## config.mk

```make
export PLATFORM = sky130hd
export DESIGN_NAME = vram_arbiter
export DESIGN_NICKNAME = d
export VERILOG_FILES = /design/src/rtl/vram_pkg.sv /design/src/rtl/vram_arbiter.sv
export SDC_FILE = /design/constraint.sdc
export NUM_CORES = 1
export LEC_CHECK = 0
export BUFFER_PORTS_ARGS = -buffer_cell sky130_fd_sc_hd__clkbuf_2
export CORE_UTILIZATION = 45
export DETAILED_ROUTE_END_ITERATION = 10
export PLACE_DENSITY = 0.95
export SYNTH_ARGS = -nofsm -noshare
export SYNTH_HDL_FRONTEND = slang
export SYNTH_SLANG_ARGS = --single-unit
```

## constraint.sdc

```tcl
create_clock -name clk -period 3.2 [get_ports clk]
set_input_delay 0.32 -clock clk [delete_from_list [all_inputs] [get_ports clk]]
set_output_delay 0.32 -clock clk [all_outputs]
set_load 0.02 [all_outputs]
```

## src/rtl/vram_pkg.sv

```systemverilog
// Shared definitions for the video RAM arbiter.
// Grant-select encoding and default geometry.
package vram_pkg;

    // Which requester owns the RAM port this cycle.
    typedef enum logic [1:0] {
        GNT_NONE = 2'd0,
        GNT_VID  = 2'd1,
        GNT_CPU  = 2'd2
    } gnt_e;

    // 32k x 8 video RAM.
    localparam int AW_DEF = 15;

    // Default starvation limit for the CPU.
    localparam int STARVE_DEF = 3;

endpackage

```

## src/rtl/vram_arbiter.sv

```systemverilog
// Single-port video RAM arbiter between video fetch and CPU.
// CPU wins in vblank or after STARVE_MAX denied cycles.
module vram_arbiter
    import vram_pkg::*;
#(
    parameter int STARVE_MAX = STARVE_DEF,
    parameter int AW         = AW_DEF
) (
    input  logic          clk,
    input  logic          reset,
    input  logic          vblank,
    input  logic          vid_req,
    input  logic [AW-1:0] vid_addr,
    output logic          vid_ack,
    output logic          vid_valid,
    output logic [7:0]    vid_data,
    input  logic          cpu_req,
    input  logic          cpu_we,
    input  logic [AW-1:0] cpu_addr,
    input  logic [7:0]    cpu_din,
    output logic          cpu_ack,
    output logic          cpu_valid,
    output logic [7:0]    cpu_dout,
    output logic          ram_we,
    output logic [AW-1:0] ram_addr,
    output logic [7:0]    ram_din,
    input  logic [7:0]    ram_dout
);

    // A zero limit still needs a one-bit counter; it just never hits.
    localparam int SW = (STARVE_MAX > 0) ? $clog2(STARVE_MAX + 1) : 1;
    localparam logic [SW-1:0] SMAX = SW'(STARVE_MAX);

    gnt_e          gnt;
    logic [SW-1:0] starve_cnt;
    logic          starve_hit;
    logic [AW-1:0] addr_q;
    logic          pend_vld;
    logic          pend_cpu;
    logic [7:0]    dout_q;
    logic          rd_issue;

    assign starve_hit = (STARVE_MAX > 0) && (starve_cnt == SMAX);

    // Grant select: starvation override, then vblank, then video.
    always_comb begin
        gnt = GNT_NONE;
        if (!reset) begin
            if (cpu_req && (starve_hit || vblank)) begin
                gnt = GNT_CPU;
            end else if (vid_req) begin
                gnt = GNT_VID;
            end else if (cpu_req) begin
                gnt = GNT_CPU;
            end
        end
    end

    // RAM port and ack outputs follow the granted requester.
    always_comb begin
        vid_ack  = 1'b0;
        cpu_ack  = 1'b0;
        ram_we   = 1'b0;
        ram_addr = addr_q;
        ram_din  = cpu_din;
        rd_issue = 1'b0;
        case (gnt)
            GNT_VID: begin
                vid_ack  = 1'b1;
                ram_addr = vid_addr;
                rd_issue = 1'b1;
            end
            GNT_CPU: begin
                cpu_ack  = 1'b1;
                ram_we   = cpu_we;
                ram_addr = cpu_addr;
                rd_issue = ~cpu_we;
            end
            default: begin
                ram_addr = addr_q;
            end
        endcase
    end

    // Starve counter, held address, pending-read owner, CPU data hold.
    always_ff @(posedge clk) begin
        if (reset) begin
            starve_cnt <= '0;
            addr_q     <= '0;
            pend_vld   <= 1'b0;
            pend_cpu   <= 1'b0;
            dout_q     <= 8'h00;
        end else begin
            if (!cpu_req || cpu_ack) begin
                starve_cnt <= '0;
            end else if (starve_cnt != SMAX) begin
                starve_cnt <= starve_cnt + SW'(1);
            end
            addr_q   <= ram_addr;
            pend_vld <= rd_issue;
            if (rd_issue) begin
                pend_cpu <= cpu_ack;
            end
            if (cpu_valid) begin
                dout_q <= ram_dout;
            end
        end
    end

    // Route returning read data to its owner; reset squashes it.
    always_comb begin
        vid_valid = pend_vld & ~pend_cpu & ~reset;
        cpu_valid = pend_vld & pend_cpu & ~reset;
        vid_data  = ram_dout;
        cpu_dout  = cpu_valid ? ram_dout : dout_q;
    end

endmodule

```

# Word-level counts from Yosys, hierarchy flattened
# Cells that the tools add are included.
[totals]
wordCells = 32
output_inout_bits = 44
latch_bits = 0
register_bits = 27
ram_bits = 0
rom_bits = 0
input_bits = 52
mem_count = 0
[classes]
order_cmp = 0
n_shift = 0
bitwise_logic = 7
addsub = 1
mul = 0
n_div = 0
n_reduce_logical = 5
n_mux = 10
n_eq_ne = 4
[ops]
columns = ["op", "count"]
rows = [
  ["$pmux 15 s2", 1],
  ["$mux 2", 4],
  ["$mux 8", 1],
  ["$and 1x1->1", 4],
  ["$eq 2x2->1 const B", 2],
  ["$mux 1", 3],
  ["$not 1->1", 3],
  ["$add 2x1->2 const B", 1],
  ["$eq 2x1->1 const B", 1],
  ["$logic_or 1x1->1", 2],
  ["$ne 2x2->1 const B", 1],
  ["$pmux 1 s2", 1],
  ["$reduce_or 2->1", 1],
  ["$logic_and 1x1->1", 1],
  ["$logic_not 1->1", 1],
]

# Logic depth before layout (Yosys ltp)
# Gate-level depths: netlist of the first run.
[logic_depth]
word_depth = 9
ltp_mapped = 10

# Least setup slack after synthesis of the first run
# No wires, ideal clock.
[synth_timing]
kind = "flip-flop to output port"
start = "reg starve_cnt[0]"
end = "out ram_addr[0]"
path_stages_with_launch = 8
arrival_ns = 1.911
setup_slack_ns = 0.969
path_buffers = 1
cell_sequence = "dfxtp_1 ha_1 o21ai_0 and3b_1 ha_1 buf_2 a22oi_1 o21ai_0"
[synth_between]
elab_chain_len = 7
word_cells_on_any_way = 8
[synth_lines]
columns = ["item", "line_no", "rtl"]
rows = [
  ["start: declaration", "vram_arbiter.sv:35", "logic [SW-1:0] starve_cnt;"],
  ["start signal: assignment", "vram_arbiter.sv:97", "starve_cnt <= starve_cnt + SW'(1);"],
  ["$eq 2x2->1 *", "vram_arbiter.sv:43", "assign starve_hit = (STARVE_MAX > 0) && (starve_cnt == SMAX);"],
  ["$logic_or 1x1->1 *", "vram_arbiter.sv:49", "if (cpu_req && (starve_hit || vblank)) begin"],
  ["$logic_and 1x1->1 *", "vram_arbiter.sv:49", ""],
  ["$mux 2 *", "vram_arbiter.sv:49", ""],
  ["$mux 2 *", "vram_arbiter.sv:48", "if (!reset) begin"],
  ["$eq 2x2->1 or $eq 2x1->1 (tied branches)", "vram_arbiter.sv:67", "case (gnt)"],
  ["$pmux 15 s2 *", "vram_arbiter.sv:67", ""],
  ["end: declaration", "vram_arbiter.sv:25", "output logic [AW-1:0] ram_addr,"],
]
# Every way passes the cells marked *; elsewhere a longest branch is shown, timed or not.

# Worst setup path after layout of the first run
[layout_timing]
start = "reg starve_cnt[0]"
end = "out ram_addr[10]"
# The elaborated chain is that of the path after synthesis.

==> impl_metrics.py, run 1 <==
metrics = {
    "sta": {
        "final_hold_viol_count": 0,
        "fin_ws_ns": 0.383,
        "skew_ns": 0.00298,
        "period_needed_ns": 2.82,
        "worst_pin_slew_ns": 0.641,
        "finalMaxSlewViolations": 0,
        "slew-limit-headroom_pct": 57.2,
        "setup_tns_ns": 0,
        "fmax_mhz": 355,
        "grt_setup_unrepaired": "no",
        "finalCritPeriodShare_pct": 88.0,
        "setup-violations-final": 0,
    },
    "placed_design": {
        "place_inst": 254,
        "place_congestion": 0.751,
        "hpwl_um": 2170,
        "post-place-ws_ns": 0.743,
        "place_area_mm2": 0.00172,
        "port_buffers": 79,
    },
    "clock_tree": {
        "path_clk_slew_ns": 0.14,
        "cts_sinks": 27,
        "cts_tree": "done",
        "cts.repair.resized": 0,
        "clk_latency_ns": 0.32,
        "cts_root_buf": "clkbuf_4",
        "clockBufferDepth": 2,
        "cts_max_level": 1,
        "cts_setup_buffers": 0,
        "hold_buffers": 0,
        "numCtsBuffers": 3,
    },
    "power": {
        "powerDensity_mw_per_mm2": 358,
        "switching_share_pct": 28.7,
        "comb_power_share_pct": 21.5,
        "switchingPower_uw": 180,
        "pwr-share-seq_pct": 55.6,
        "ir_drop_mv": 0.205,
        "clock_power_share_pct": 22.9,
        "total_power_uw": 627,
        "internal-power_uw": 447,
        "p_leak_uw": 0.000892,
    },
    "detailed_routing": {
        "ant_nets": 0,
        "drt_iter0_drc": 41,
        "wl_um": 2850,
        "drc": 0,
        "vias": 1222,
        "drt_pass1_iterations": 4,
        "drt-wirelength-per-cell_um": 11.1,
        "viasPerCell": 4.74,
    },
    "worst_hold_path": {
        "hold_depth": 2,
        "hold_class": "primary input to register",
        "hold_path_startpoint": "reset",
        "holdPathEnd": "addr_q[1]",
    },
    "logic_synthesis": {
        "yosysMostFrequentCell": "dfxtp_1",
        "ys_ff_latch": 27,
        "yosys-top-cells-area": "dfxtp_1 38%, buf_4 9.9%, nor2b_1 8.7%, mux2_4 8.4%, a22oi_1 7.8%",
        "syn_area_mm2": 0.00144,
        "yosys_warnings": 0,
        "synth_top_cell_area_share_pct": 37.7,
        "synthesis.nets": 210,
        "synth_common_cells": "27 x dfxtp_1, 20 x nor2b_1, 19 x buf_4, 15 x a22oi_1, 15 x nand2_1",
        "ys.flop_type": "dfxtp_1",
        "synth.distinct_cells": 28,
        "synth_cells": 155,
        "yosysTopAreaCell": "dfxtp_1",
        "synth-edff-count": 0,
        "synth.yosys.seq_area_share_pct": 37.7,
        "avgSynthCellArea_um2": 9.26,
        "synthArstFlopShare_pct": 0,
    },
    "worst_setup_path": {
        "startpoint_type": "register",
        "reg2reg_depth": 7,
        "rr_endpoint": "pend_vld",
        "crit_path_cell_trace": "ha_1 -> nor2_1 -> a21o_1 -> inv_1 -> ha_1 -> a22oi_1 -> o21ai_0 -> clkbuf_2",
        "critPathCaptureType": "output port",
        "path_common_cell": "ha_1",
        "path_buf_inv": 2,
        "cp_slowest_cell": "ha_1",
        "path_class": "register to output port",
        "cpLargestDelayFamily": "adder cells",
        "crit_fanout": 17,
        "cp.arrival_ns": 2.50,
        "required_ns": 2.88,
        "r2r_start": "starve_cnt[0]",
        "max_stage_delay_ns": 0.54,
        "r2r_setup_slack_ns": 0.98,
    },
    "die": {
        "initial_core_util_pct": 47.4,
        "core_area_mm2": 0.00303,
        "io_pins": 96,
        "rows": 20,
        "die_y_um": 58.5,
        "die_area_mm2": 0.00342,
        "die_w_um": 58.5,
    },
    "finish": {
        "design_area_mm2": 0.00175,
        "multi_input_area_um2": 699,
        "area_delta_synth_final_pct": 22.1,
        "fin_cells": 258,
        "seq_area_um2": 541,
        "fill_cells": 301,
        "drive_above_1_share_pct": 46.3,
        "fin_nets": 270,
        "diodes": 0,
    },
    "global_route": {
        "track_usage_pct": 17.9,
        "grt_pass1_vias": 1133,
        "grt-ovfl-total": 0,
        "antenna_found_initial": 0,
        "grt_max_degree": 24,
        "grt_pass1_wl_um": 4780,
    },
    "outcome": {
        "status": "finished, final reports clean",
    },
    "job": {
        "cap_violations": 0,
    },
}
[through the flow]
stage	utilization [%]	hold slack [ns]
4_1_cts	57.9	0.257
5_1_grt	57.9	0.267
3_5_place_dp	56.9	0.503
2_1_floorplan	-	0.468
3_3_place_gp	56.9	0.480
6_report	57.9	0.271
[power by group through the flow]
| stage | clock (µW) | sequential (µW) | combinational (µW) |
|---|---|---|---|
| after floorplan | 0 | 355 | 105 |
| after global placement | 0 | 356 | 133 |
| after detailed placement | 0 | 356 | 136 |
| after CTS | 154 | 349 | 136 |
| after global routing | 167 | 350 | 149 |
| final | 143 | 349 | 134 |
[registers in the layout, indices dropped and copies added (netlist names)]
register and count:
dout_q 8, addr_q 15, pend_cpu 1, pend_vld 1, starve_cnt 2
[cell usage in the layout, fill, tap and decap left out]
master and n:
a21o_1 1, a21oi_1 1, mux2i_1 1, a22oi_1 15, ha_1 3, or2_2 1, nor2_1 3, clkinv_2 1
nand2b_1 1, nor3b_1 1, inv_2 1, o2bb2ai_1 1, and2_1 1, nand2_1 15, mux2_4 8, inv_1 4
or3_1 1, o21ai_0 6, clkbuf_2 79, nor2b_4 3, xor2_1 1, and3b_1 1, o32ai_1 1, nor2b_1 20
dfxtp_1 27, clkbuf_4 3, buf_4 2, o21ai_1 11, nand3b_4 1
[cells by family after synthesis]
family                     share of synthesized area (%)
AOI/OAI and AO/OA                                   15.9
xor gates and xnor gates                           0.610
adders and majority gates                           2.62
buffers and inverters                               13.6
DFF                                                 37.7
muxes                                               9.07
and+or+nand+nor                                     20.6
[layer usage]
metal	up-vias	routed length [µm]	global-route usage (%)
met5	-	0	0
met4	0	38	6.80
met3	10	180	3.08
met2	46	1310	30.7
met1	543	1320	22.3
li1	623	-	-
[worst max-delay path by stage]
stage	startpoint	to	cells past startpoint
finish	starve_cnt[0]	ram_addr[10]	8
global route	starve_cnt[0]	ram_addr[10]	8
CTS	starve_cnt[0]	ram_addr[10]	8
detailed placement	reset	ram_addr[10]	8
global placement	starve_cnt[0]	ram_addr[10]	8
floorplan	starve_cnt[0]	ram_addr[0]	7
[cell type report]
type	instances	share of cell area, %
multi-input cells	97	39.9
flip-flops and latches	27	30.9
repair buffers	81	23.4
well taps	44	3.14
clock buffers	3	1.29
inverters	5	1.07
clock inverters	1	0.286
No activity file was read; power rests on OpenSTA's default activity.
==> run 2, diff against run 1 <==
- BUFFER_PORTS_ARGS: -buffer_cell sky130_fd_sc_hd__clkbuf_2 -> not set
- CORE_UTILIZATION: 45 -> 50
- DONT_BUFFER_PORTS: not set -> 1
- PLACE_DENSITY: 0.95 -> 0.77
==> run 2 against run 1 <==
Power decreased by 8.8%. Clock skew barely moved. Combinational power is 40% lower. Register-to-register slack got worse by 0.34 ns. Core utilization fell by 8.3 points. First-iteration DRC count decreased by 59%. Non-clock buffer count fell by 77. Routed wire length is 5.4% lower. Die area shrank 9.7%. Clock-buffer cell count grew 1. Clock power barely moved. Critical path depth decreased by 1. Critical endpoint unchanged. Largest power group unchanged.
==> impl_metrics.py, run 2 (synthesis results as in run 1) <==
metrics = {
    "global_route": {
        "grt_pass1_vias": 941,
        "grt_max_degree": 31,
        "antenna_found_initial": 0,
        "grt_pass1_wl_um": 4250,
        "track_usage_pct": 17.4,
        "grt-ovfl-total": 0,
    },
    "finish": {
        "fill_cells": 249,
        "largest_reg_flops": 15,
        "multi_input_area_um2": 699,
        "diodes": 0,
        "layout_common_cells": "27 x dfxtp_1, 20 x nor2b_1, 15 x a22oi_1, 15 x nand2_1, 11 x o21ai_1",
        "layout_commonest_cell": "dfxtp_1",
        "largestRegisters": "addr_q x15, dout_q x8, starve_cnt x2",
        "drive_above_1_share_pct": 15.3,
        "fin_cells": 168,
        "fin_nets": 193,
        "largest_register": "addr_q",
        "seq_area_um2": 541,
        "area_delta_synth_final_pct": -5.67,
    },
    "detailed_routing": {
        "viasPerCell": 5.75,
        "vias": 966,
        "drt_iter0_drc": 17,
        "drt_pass1_iterations": 4,
        "ant_nets": 0,
        "wl_um": 2700,
        "drt-wirelength-per-cell_um": 16.1,
        "drc": 0,
    },
    "sta": {
        "setup_tns_ns": 0,
        "grt_setup_unrepaired": "no",
        "timing.hold.ws_ns": 0.0479,
        "setup-violations-final": 0,
        "finalCritPeriodShare_pct": 92.1,
        "finalMaxSlewViolations": 0,
        "fmax_mhz": 339,
        "skew_ns": 0.00275,
        "final_hold_viol_count": 0,
        "slew-limit-headroom_pct": 48.2,
        "period_needed_ns": 2.95,
        "fin_ws_ns": 0.254,
        "worst_pin_slew_ns": 0.775,
    },
    "clock_tree": {
        "numCtsBuffers": 3,
        "clk_latency_ns": 0.31,
        "cts_tree": "done",
        "cts_sinks": 27,
        "cts_max_level": 1,
        "clockBufferDepth": 2,
        "cts_setup_buffers": 0,
        "path_clk_slew_ns": 0.14,
        "cts.repair.resized": 0,
        "cts_root_buf": "clkbuf_4",
        "hold_buffers": 0,
    },
    "worst_setup_path": {
        "cp.depth": 7,
        "cp_slowest_cell": "o21ai_0",
        "cpLargestDelayFamily": "compound AO/OA/AOI/OAI gates",
        "path_class": "register to output port",
        "critPathCaptureType": "output port",
        "cp.arrival_ns": 2.63,
        "reg2reg_depth": 8,
        "path_common_cell": "ha_1",
        "path_buf_inv": 1,
        "max_stage_delay_ns": 0.60,
        "required_ns": 2.88,
        "startpoint_type": "register",
        "crit_path_cell_trace": "ha_1 -> nor2_1 -> a21o_1 -> inv_1 -> ha_1 -> a22oi_1 -> o21ai_0",
        "crit_fanout": 17,
    },
    "worst_hold_path": {
        "hold_depth": 1,
        "hold_class": "primary input to register",
    },
    "power": {
        "p_leak_uw": 0.000560,
        "powerDensity_mw_per_mm2": 422,
        "ir_drop_mv": 0.285,
    },
    "job": {
        "cap_violations": 0,
    },
    "placed_design": {
        "place_congestion": 0.679,
        "post-place-ws_ns": 0.622,
        "place_inst": 164,
        "hpwl_um": 1980,
        "port_buffers": 0,
    },
    "die": {
        "die_area_mm2": 0.00309,
        "core_area_mm2": 0.00273,
        "initial_core_util_pct": 52.5,
        "io_pins": 96,
        "die_w_um": 55.6,
        "die_y_um": 55.6,
        "rows": 19,
    },
    "outcome": {
        "status": "finished, final reports clean",
    },
}
run 2: report_power, final:
part           total, µW  switching (µW)  leakage [µW]  internal, µW
Combinational       80.4            53.3      0.000326          27.1
Sequential           349            3.61      0.000218           345
Clock                142            93.6     0.0000150          48.7
run 2: cell type report:
type	count	area share [%]
Multi-Input combinational cell	97	51.7
Sequential cell	27	39.9
Tap cell	31	2.87
Clock buffer	4	1.94
Timing Repair Buffer	4	2.22
Inverter	5	1.39
run 2: final timing paths:
kind | startpoint | to | slack [ns]
worst max register to register | starve_cnt[0] | addr_q[10] | 0.64
worst min-delay path | reset | dout_q[1] | 0.05
worst max-delay path | starve_cnt[0] | ram_addr[10] | 0.25
worst min register to register | starve_cnt[1] | starve_cnt[1] | 0.54
run 2: routing by layer:
| metal | wire, µm | vias to the layer above | GRT usage [%] |
|---|---|---|---|
| met5 | 0 | - | 0 |
| met4 | 30 | 0 | 5.71 |
| met3 | 176 | 4 | 4.19 |
| met2 | 1310 | 46 | 29.6 |
| met1 | 1190 | 446 | 21.4 |
| li1 | - | 470 | - |
run 2: through the flow:
step / total power [µW] / area [µm²] / util (%)
6_report: 571 / 1350 / 49.5
5_1_grt: 606 / 1350 / 49.5
4_1_cts: 581 / 1350 / 49.5
3_5_place_dp: 437 / 1330 / 48.6
3_3_place_gp: 433 / 1330 / 48.6
2_1_floorplan: 460 / 1440 / -
